`src/rtl/ddr2_rd_dma.sv`:
```
// DDR2 read DMA: issues read commands to an arbiter port, reassembles the
// two 128-bit read beats of each command into a 256-bit word, and buffers
// the words in a fall-through FIFO for the consumer. Issue is throttled by
// a credit (in-flight commands plus buffered words) so the FIFO never
// overflows.
//
// state  | meaning
// IDLE   | waiting for start
// ISSUE  | issuing commands while credit allows
// DRAIN  | all commands issued, waiting for the consumer to take every word
// FINISH | one-cycle done pulse
module ddr2_rd_dma #(
  parameter int          DEPTH     = 16,
  parameter logic [30:0] ADDR_STEP = 31'd4
) (
  input  logic         CLK,
  input  logic         RST,
  input  logic         start,
  input  logic [30:0]  base_addr,
  input  logic [15:0]  len,
  output logic         busy,
  output logic         done,
  output logic         req,
  input  logic         ack,
  output logic [30:0]  addr,
  output logic         read,
  output logic         fin,
  output logic [255:0] data_i,
  output logic [31:0]  mask,
  input  logic         valid,
  input  logic [127:0] data_o,
  output logic         rd_valid,
  input  logic         rd_ready,
  output logic [255:0] rd_data
);

  localparam int PW = $clog2(DEPTH);
  localparam int CW = PW + 1;
  localparam logic [CW-1:0] ONE_CW  = 1;
  localparam logic [PW-1:0] ONE_PW  = 1;
  localparam logic [CW:0]   ONE_CR  = 1;
  localparam logic [CW:0]   DEPTH_C = (CW+1)'(DEPTH);

  typedef enum logic [1:0] {IDLE, ISSUE, DRAIN, FINISH} state_t;

  state_t         state_q, state_d;
  logic [15:0]    cmd_left_q, cmd_left_d;
  logic [15:0]    word_left_q, word_left_d;
  logic [CW-1:0]  outstanding_q, outstanding_d;
  logic [CW-1:0]  count_q, count_d;
  logic [CW:0]    credit, credit_d;
  logic [30:0]    addr_q;
  logic           req_q, req_d;
  logic           toggle_q;
  logic [127:0]   lo_q;
  logic [PW-1:0]  wr_ptr_q, rd_ptr_q;
  logic [255:0]   mem [DEPTH];
  logic           start_acc, ack_acc, beat_acc, push, pop;

  assign start_acc = start && (state_q == IDLE);
  assign ack_acc   = ack && req_q && (cmd_left_q != 16'd0);
  assign beat_acc  = valid && (outstanding_q != '0);
  assign push      = beat_acc && toggle_q;
  assign pop       = rd_valid && rd_ready;
  assign credit    = {1'b0, outstanding_q} + {1'b0, count_q};

  assign busy     = (state_q != IDLE);
  assign done     = (state_q == FINISH);
  assign req      = req_q;
  assign addr     = addr_q;
  assign fin      = req_q && ((cmd_left_q == 16'd1) || ((credit + ONE_CR) >= DEPTH_C));
  assign read     = 1'b1;
  assign data_i   = '0;
  assign mask     = '0;
  assign rd_valid = (count_q != '0);
  assign rd_data  = mem[rd_ptr_q];

  // FSM state register
  always_ff @(posedge CLK or negedge RST) begin
    if (!RST) state_q <= IDLE;
    else      state_q <= state_d;
  end

  // FSM next-state logic
  always_comb begin
    state_d = state_q;
    case (state_q)
      IDLE:    if (start) state_d = (len == 16'd0) ? FINISH : ISSUE;
      ISSUE:   if (cmd_left_q == 16'd0) state_d = DRAIN;
      DRAIN:   if (word_left_q == 16'd0) state_d = FINISH;
      FINISH:  state_d = IDLE;
      default: state_d = IDLE;
    endcase
  end

  // Next values of the counters and of req; req looks ahead so it rises
  // on the cycle right after start and drops as soon as credit runs out.
  always_comb begin
    cmd_left_d    = cmd_left_q;
    word_left_d   = word_left_q;
    outstanding_d = outstanding_q;
    count_d       = count_q;
    if (start_acc) begin
      cmd_left_d  = len;
      word_left_d = len;
    end else begin
      if (ack_acc) cmd_left_d  = cmd_left_q - 16'd1;
      if (pop)     word_left_d = word_left_q - 16'd1;
    end
    case ({ack_acc, push})
      2'b10:   outstanding_d = outstanding_q + ONE_CW;
      2'b01:   outstanding_d = outstanding_q - ONE_CW;
      default: outstanding_d = outstanding_q;
    endcase
    case ({push, pop})
      2'b10:   count_d = count_q + ONE_CW;
      2'b01:   count_d = count_q - ONE_CW;
      default: count_d = count_q;
    endcase
    credit_d = {1'b0, outstanding_d} + {1'b0, count_d};
    req_d    = (state_d == ISSUE) && (cmd_left_d != 16'd0) && (credit_d < DEPTH_C)
               && !(ack_acc && fin);
  end

  // Control and datapath registers
  always_ff @(posedge CLK or negedge RST) begin
    if (!RST) begin
      cmd_left_q    <= '0;
      word_left_q   <= '0;
      outstanding_q <= '0;
      count_q       <= '0;
      addr_q        <= '0;
      req_q         <= 1'b0;
      toggle_q      <= 1'b0;
      lo_q          <= '0;
      wr_ptr_q      <= '0;
      rd_ptr_q      <= '0;
    end else begin
      cmd_left_q    <= cmd_left_d;
      word_left_q   <= word_left_d;
      outstanding_q <= outstanding_d;
      count_q       <= count_d;
      req_q         <= req_d;
      if (start_acc)    addr_q <= base_addr;
      else if (ack_acc) addr_q <= addr_q + ADDR_STEP;
      if (beat_acc) begin
        toggle_q <= ~toggle_q;
        if (!toggle_q) lo_q <= data_o;
      end
      if (push) wr_ptr_q <= wr_ptr_q + ONE_PW;
      if (pop)  rd_ptr_q <= rd_ptr_q + ONE_PW;
    end
  end

  // Buffer storage; emptiness is tracked by count, so no reset needed here
  always_ff @(posedge CLK) begin
    if (push) mem[wr_ptr_q] <= {data_o, lo_q};
  end

endmodule

```
`config.mk`:
```
export PLATFORM = sky130hd
export DESIGN_NAME = ddr2_rd_dma
export DESIGN_NICKNAME = d
export VERILOG_FILES = /design/src/rtl/ddr2_rd_dma.sv
export SDC_FILE = /design/constraint.sdc
export NUM_CORES = 2
export LEC_CHECK = 0
export CAP_MARGIN = 20
export CORE_AREA = 2 2 681 818
export CTS_BUF_LIST = sky130_fd_sc_hd__clkbuf_4 sky130_fd_sc_hd__clkbuf_8
export DETAILED_ROUTE_END_ITERATION = 6
export DIE_AREA = 0 0 683 820
export GPL_ROUTABILITY_DRIVEN = 0
export PLACE_DENSITY = 0.43
export SKIP_CTS_REPAIR_TIMING = 1
export SYNTH_ARGS = -nofsm -noshare
export SYNTH_HDL_FRONTEND = slang
export SYNTH_SLANG_ARGS = --single-unit
```
`constraint.sdc`:
```
create_clock -name CLK -period 7.6 [get_ports CLK]
set_input_delay 2.28 -clock CLK [delete_from_list [all_inputs] [get_ports CLK]]
set_output_delay 2.28 -clock CLK [all_outputs]
set_load 0.01 [all_outputs]
```
=== Yosys cells after proc, flatten, opt, wreduce, memory -nomap -nowiden ===
Memory sizes are Yosys's and may differ from the RTL's.
Index checks and enable logic that the tools add are counted.

* Flip-flop bits (word level): 213
* RAM bits: 4,096
* Output and inout port bits: 581
* Word-level logic and storage cells: 76
* Memories: 1

* Add/subtract/negate cells: 12
* Order comparisons: 2
* Equality and inequality tests: 9
* Mux-type cells: 15
* Bitwise gates (word level): 1
* Reductions and logical operators: 25

{| class="wikitable"
|+ Memories
! name !! depth !! bits a word !! rd ports !! clocked after Yosys merged registers in !! write ports !! RTL line !! text
|-
| mem || 16 || 256 || 1 || 0 || 1 || 57 || <nowiki>logic [255:0] mem [DEPTH];</nowiki>
|}

{| class="wikitable"
|+ Operators with widths
! operator !! number
|-
| $mux 16 || 4
|-
| $mux 31 || 2
|-
| $logic_not 16->1 || 3
|-
| $reduce_bool 16->1 || 2
|-
| $sub 16x1->16 const B || 2
|-
| $add 31x3->31 const B || 1
|-
| $pmux 5 s2 || 2
|-
| $eq 16x1->1 const B || 1
|-
| $add 5x5->6 || 2
|-
| $logic_and 1x1->1 || 11
|-
| $add 5x1->5 const B || 2
|-
| $reduce_bool 5->1 || 2
|-
| $sub 5x1->5 const B || 2
|-
| $add 4x1->4 const B || 2
|-
| $eq 2x1->1 const B || 4
|-
| $eq 2x2->1 const B || 4
|-
| $mux 2 || 4
|-
| $pmux 2 s4 || 1
|-
| $add 6x1->6 const B || 1
|-
| $ge 6x5->1 const B || 1
|-
| $lt 6x5->1 const B || 1
|-
| $reduce_bool 2->1 || 3
|-
| $logic_not 2->1 || 1
|-
| $mux 1 || 2
|-
| other kinds (4) || 4
|}

=== Depth between registers and ports, before layout ===
* Word-level depth: 9
* Depth in mapped cells: 20

=== Worst setup path after synthesis ===
OpenSTA, ideal clock, no wires.

* Kind: input -> register
* Start point: input valid
* End point: memory mem[4][0] (enable)
* Arrival: 8,713 ps
* Data required time: 6,949 ps
* Slack: -1,764 ps
* Stages on the path: 7
* Cells stage by stage: o21ai_1 > inv_1 > nand2_1 > inv_2 > nand2_1 > nor2_1 > and2_1

* Cells in the longest elaborated chain, start to end: 4

{| class="wikitable"
|+ RTL lines
! item !! RTL line !! text
|-
| start: declaration || 30 || <nowiki>input logic valid,</nowiki>
|-
| $logic_and 1x1->1 || 62 || <nowiki>assign beat_acc = valid && (outstanding_q != '0);</nowiki>
|-
| $logic_and 1x1->1 || 63 || <nowiki>assign push = beat_acc && toggle_q;</nowiki>
|-
| via push || 58 || <nowiki>logic start_acc, ack_acc, beat_acc, push, pop;</nowiki>
|-
| $mux 1 || 157 || <nowiki>if (push) mem[wr_ptr_q] <= {data_o, lo_q};</nowiki>
|-
| $mux 1 (not written as such) || 157 ||
|-
| end: declaration || 57 ||
|}

The timed path passes the listed nets, and every way through them passes these cells.

=== Worst setup path after layout ===
* Start point: register rd_ptr_q[0]
* End point: output rd_data[205]

* Cells in the longest elaborated chain, start to end: 1

{| class="wikitable"
|+ RTL lines
! item !! RTL line !! text
|-
| start: declaration || 56 || <nowiki>logic [PW-1:0] wr_ptr_q, rd_ptr_q;</nowiki>
|-
| start signal: assignment || 151 || <nowiki>if (pop) rd_ptr_q <= rd_ptr_q + ONE_PW;</nowiki>
|-
| $mem_v2 16x256 || - ||
|-
| end: declaration || 34 || <nowiki>output logic [255:0] rd_data</nowiki>
|}

Every way passes these cells.

==> out/metrics.cfg <==
[outcome]
status = finished, violations left
violations = DRC

[layout]
fin_cells = 15980
drive_above_1_share_pct = 33.29
area_growth_pct = 18.09
seqCellArea_sq_um = 128300
finalNetCount = 8195
fillers = 50820
multi_input_area_sq_um = 34410
fin_area_sq_um = 195000
fin_util_pct = 35.34

[cts]
clkLatencyLatePin_ns = 1.30
htreeDepth = 6
cts_tree = built
clkTransAtPathRegs_ns = 0.06
cts-root-buf = clkbuf_8
numCtsBuffers = 712
clockBufferDepth = 4
cts.sinks = 4309

[yosys]
synthesis.yosys.warnings = 0
syn-instance-count = 6882
synthAdderAreaFrac_pct = 0.1940
synth-compound-area-share_pct = 0.6395
syn_area_sq_um = 165100
yosys.area.top_type = edfxtp_1
synth-xor-area-share_pct = 0.3554
ys_ff_latch = 4309
synth.most_common_cell = edfxtp_1
syn_avg_cell_area_sq_um = 23.99
ys_seq_area_share_pct = 77.72
synth_top_family_by_area = multiplexers
ys_types = 64
synth_area_leaders = edfxtp_1, mux4_2, dfrtp_1
ys_top_cells_by_count = edfxtp_1, mux4_2, buf_4
synthSimpleGateAreaFrac_pct = 0.8335
synth_top_area_share_pct = 74.49
synth_flop_cell = edfxtp_1
synthMuxAreaShare_pct = 18.12
synthArstFlopShare_pct = 4.943
synth_edf_count = 4096

[pwr]
p_leak_uw = 0.06132
seq_power_share_pct = 42.8
intPower_uw = 51890
finalPower_uw = 75640
power_frac_comb_pct = 29.8
power_density_nw_per_um2 = 387.9
p_switching_uw = 23750
peakVddDrop_uv = 313.2
switching_share_pct = 31.40
p_clk_share_pct = 27.4

[sta]
rsz0062_at_grt = false
finalSetupTns_ns = 0
slew_violations = 0
finalClockSkew_ns = 0.1025
slew_headroom_pct = 23.18
min_period_over_period_pct = 94.24
tightest_slew_ns = 1.152
max_freq_mhz = 139.6
finalHoldViolCount = 0
min_period_ns = 7.162
finalSetupViolations = 0

[route]
first_pass_iters = 7
routed_wirelength_um = 464300
vias = 76510
drt-vias-per-instance = 4.789
drt-initial-drc-count = 5871
wl_per_cell_um = 29.07
remaining_drc_errors = 2
postRouteAntennaNets = 0

[floorplan]
core_sq_um = 551800
start_util_pct = 29.92
rows = 299
fp.dieW_um = 683
die-area_sq_um = 560100
die_h_um = 820
ios = 762

[setup_path]
critPathTopFamily = buffers and inverters
worstReg2RegStart = count_q[0]$_DFF_PN0_
cp.required_ns = 5.32
startpoint_type = flip-flop
criticalPathCategory = flip-flop to output port
reg2reg_depth = 14
slowest_delay_ns = 0.87
cp.arrival_ns = 4.88
worst-path-stages = 6
worstSetupEndpointType = output port
cp_cell_sequence = buf_4, buf_12, buf_12, mux4_2, mux4_2, clkdlybuf4s50_1
path_buf_inv = 4
crit_start = rd_ptr_q[0]$_DFFE_PN0P_
slowest_stage = dfrtp_4
worst-path-max-fanout = 37

[place]
dpl_cell_area_sq_um = 180500
place.port_buffers = 472
place_hpwl_um = 254200
dp.cells = 14650

[worst_hold_path]
hold_path.class = flip-flop to flip-flop
hold_depth = 2
min-delay-start = addr[1]$_DFFE_PN0P_

[grt]
overflow = 0
grt_pass1_wl_um = 650000
grt_usage_pct = 16.31
antenna_found_initial = 63
grt_max_degree = 96
grt_pass1_vias = 83180

[run]
cap_violations = 0

[per-layer routing]
layer / global-route usage (%) / vias to the layer above / part of all wire, %
li1: - / 31170 / -
met1: 22.37 / 42500 / 44
met2: 26.88 / 2117 / 49
met3: 3.301 / 678 / 5.4
met4: 3.500 / 38 / 1.9
met5: 0 / - / 0.051
[area by class of cell]
cell class	instances	share of cell area, %
antenna	27	0.03465
clock buffer	1054	6.474
clock inverter	246	0.9343
inverter	20	0.03850
multi-input combinational	2222	17.64
sequential	4309	65.82
tap	7374	4.732
timing repair buffer	724	4.322
[stage by stage]
step / hold slack (ns) / setup WS (ns)
final: 0.4904 / 0.4378
after global routing: 0.5185 / 0.08713
after CTS: 0.4923 / 0.08262
after detailed placement: 0.4703 / 1.296
after global placement: 0.4695 / 1.024
after floorplan: 0.4680 / -1.725
[cell usage in the layout (no fill, tap or decap), drive strengths merged, types with 41 or more instances in the layout]
cell type,instances
xnor2,42
mux4,1250
conb,289
nand2,66
a21oi,63
inv,61
buf,252
nor2,46
dfrtp,213
edfxtp,4096
o21ai,41
clkinv,183
clkdlybuf4s50,471
mux2,130
clkbuf,1055
[cells by family (layout without fill, tap and decap cells)]
logic type,after synthesis,count (layout)
AOI/OAI and AO/OA,170,170
xor gates and xnor gates,67,67
adders and majority gates,25,25
buffers and inverters,638,2044
DFF,4309,4309
muxes,1411,1411
other,2,316
and+or+nand+nor,260,260
[power groups by stage]
stage          clock (uW)  sequential (uW)  combinational [uW]
3_3_place_gp            0            32700               23400
6_report            20700            32300               22600
3_5_place_dp            0            32900               23400
2_1_floorplan           0            31800               13200
4_1_cts             21500            32400               23500
5_1_grt             22400            32800               24100
[sequential cells by signal, summed over array words and instances, names as in the netlist]
register and cells:
addr 31, cmd_left_q 16, count_q 5, lo_q 128, mem 4096, outstanding_q 5
rd_ptr_q 4, req 1, state_q 2, toggle_q 1, word_left_q 16, wr_ptr_q 4
[worst min-delay path: cells and delay by family (launching register included)]
kind	cells	cell delay, ns
DFF	1	0.35
and+or+nand+nor	2	0.11
[worst paths after layout]
path,end,slack (ns)
setup / recovery,rd_data[205],0.44
hold / removal,addr[1]$_DFFE_PN0P_,0.49
setup reg to reg,req$_DFF_PN0_,2.79
hold reg to reg,addr[1]$_DFFE_PN0P_,0.49
max in group asynchronous,lo_q[11]$_DFFE_PN0P_,5.41
min in group asynchronous,lo_q[2]$_DFFE_PN0P_,0.90
Power figures use the tool's default switching activity.
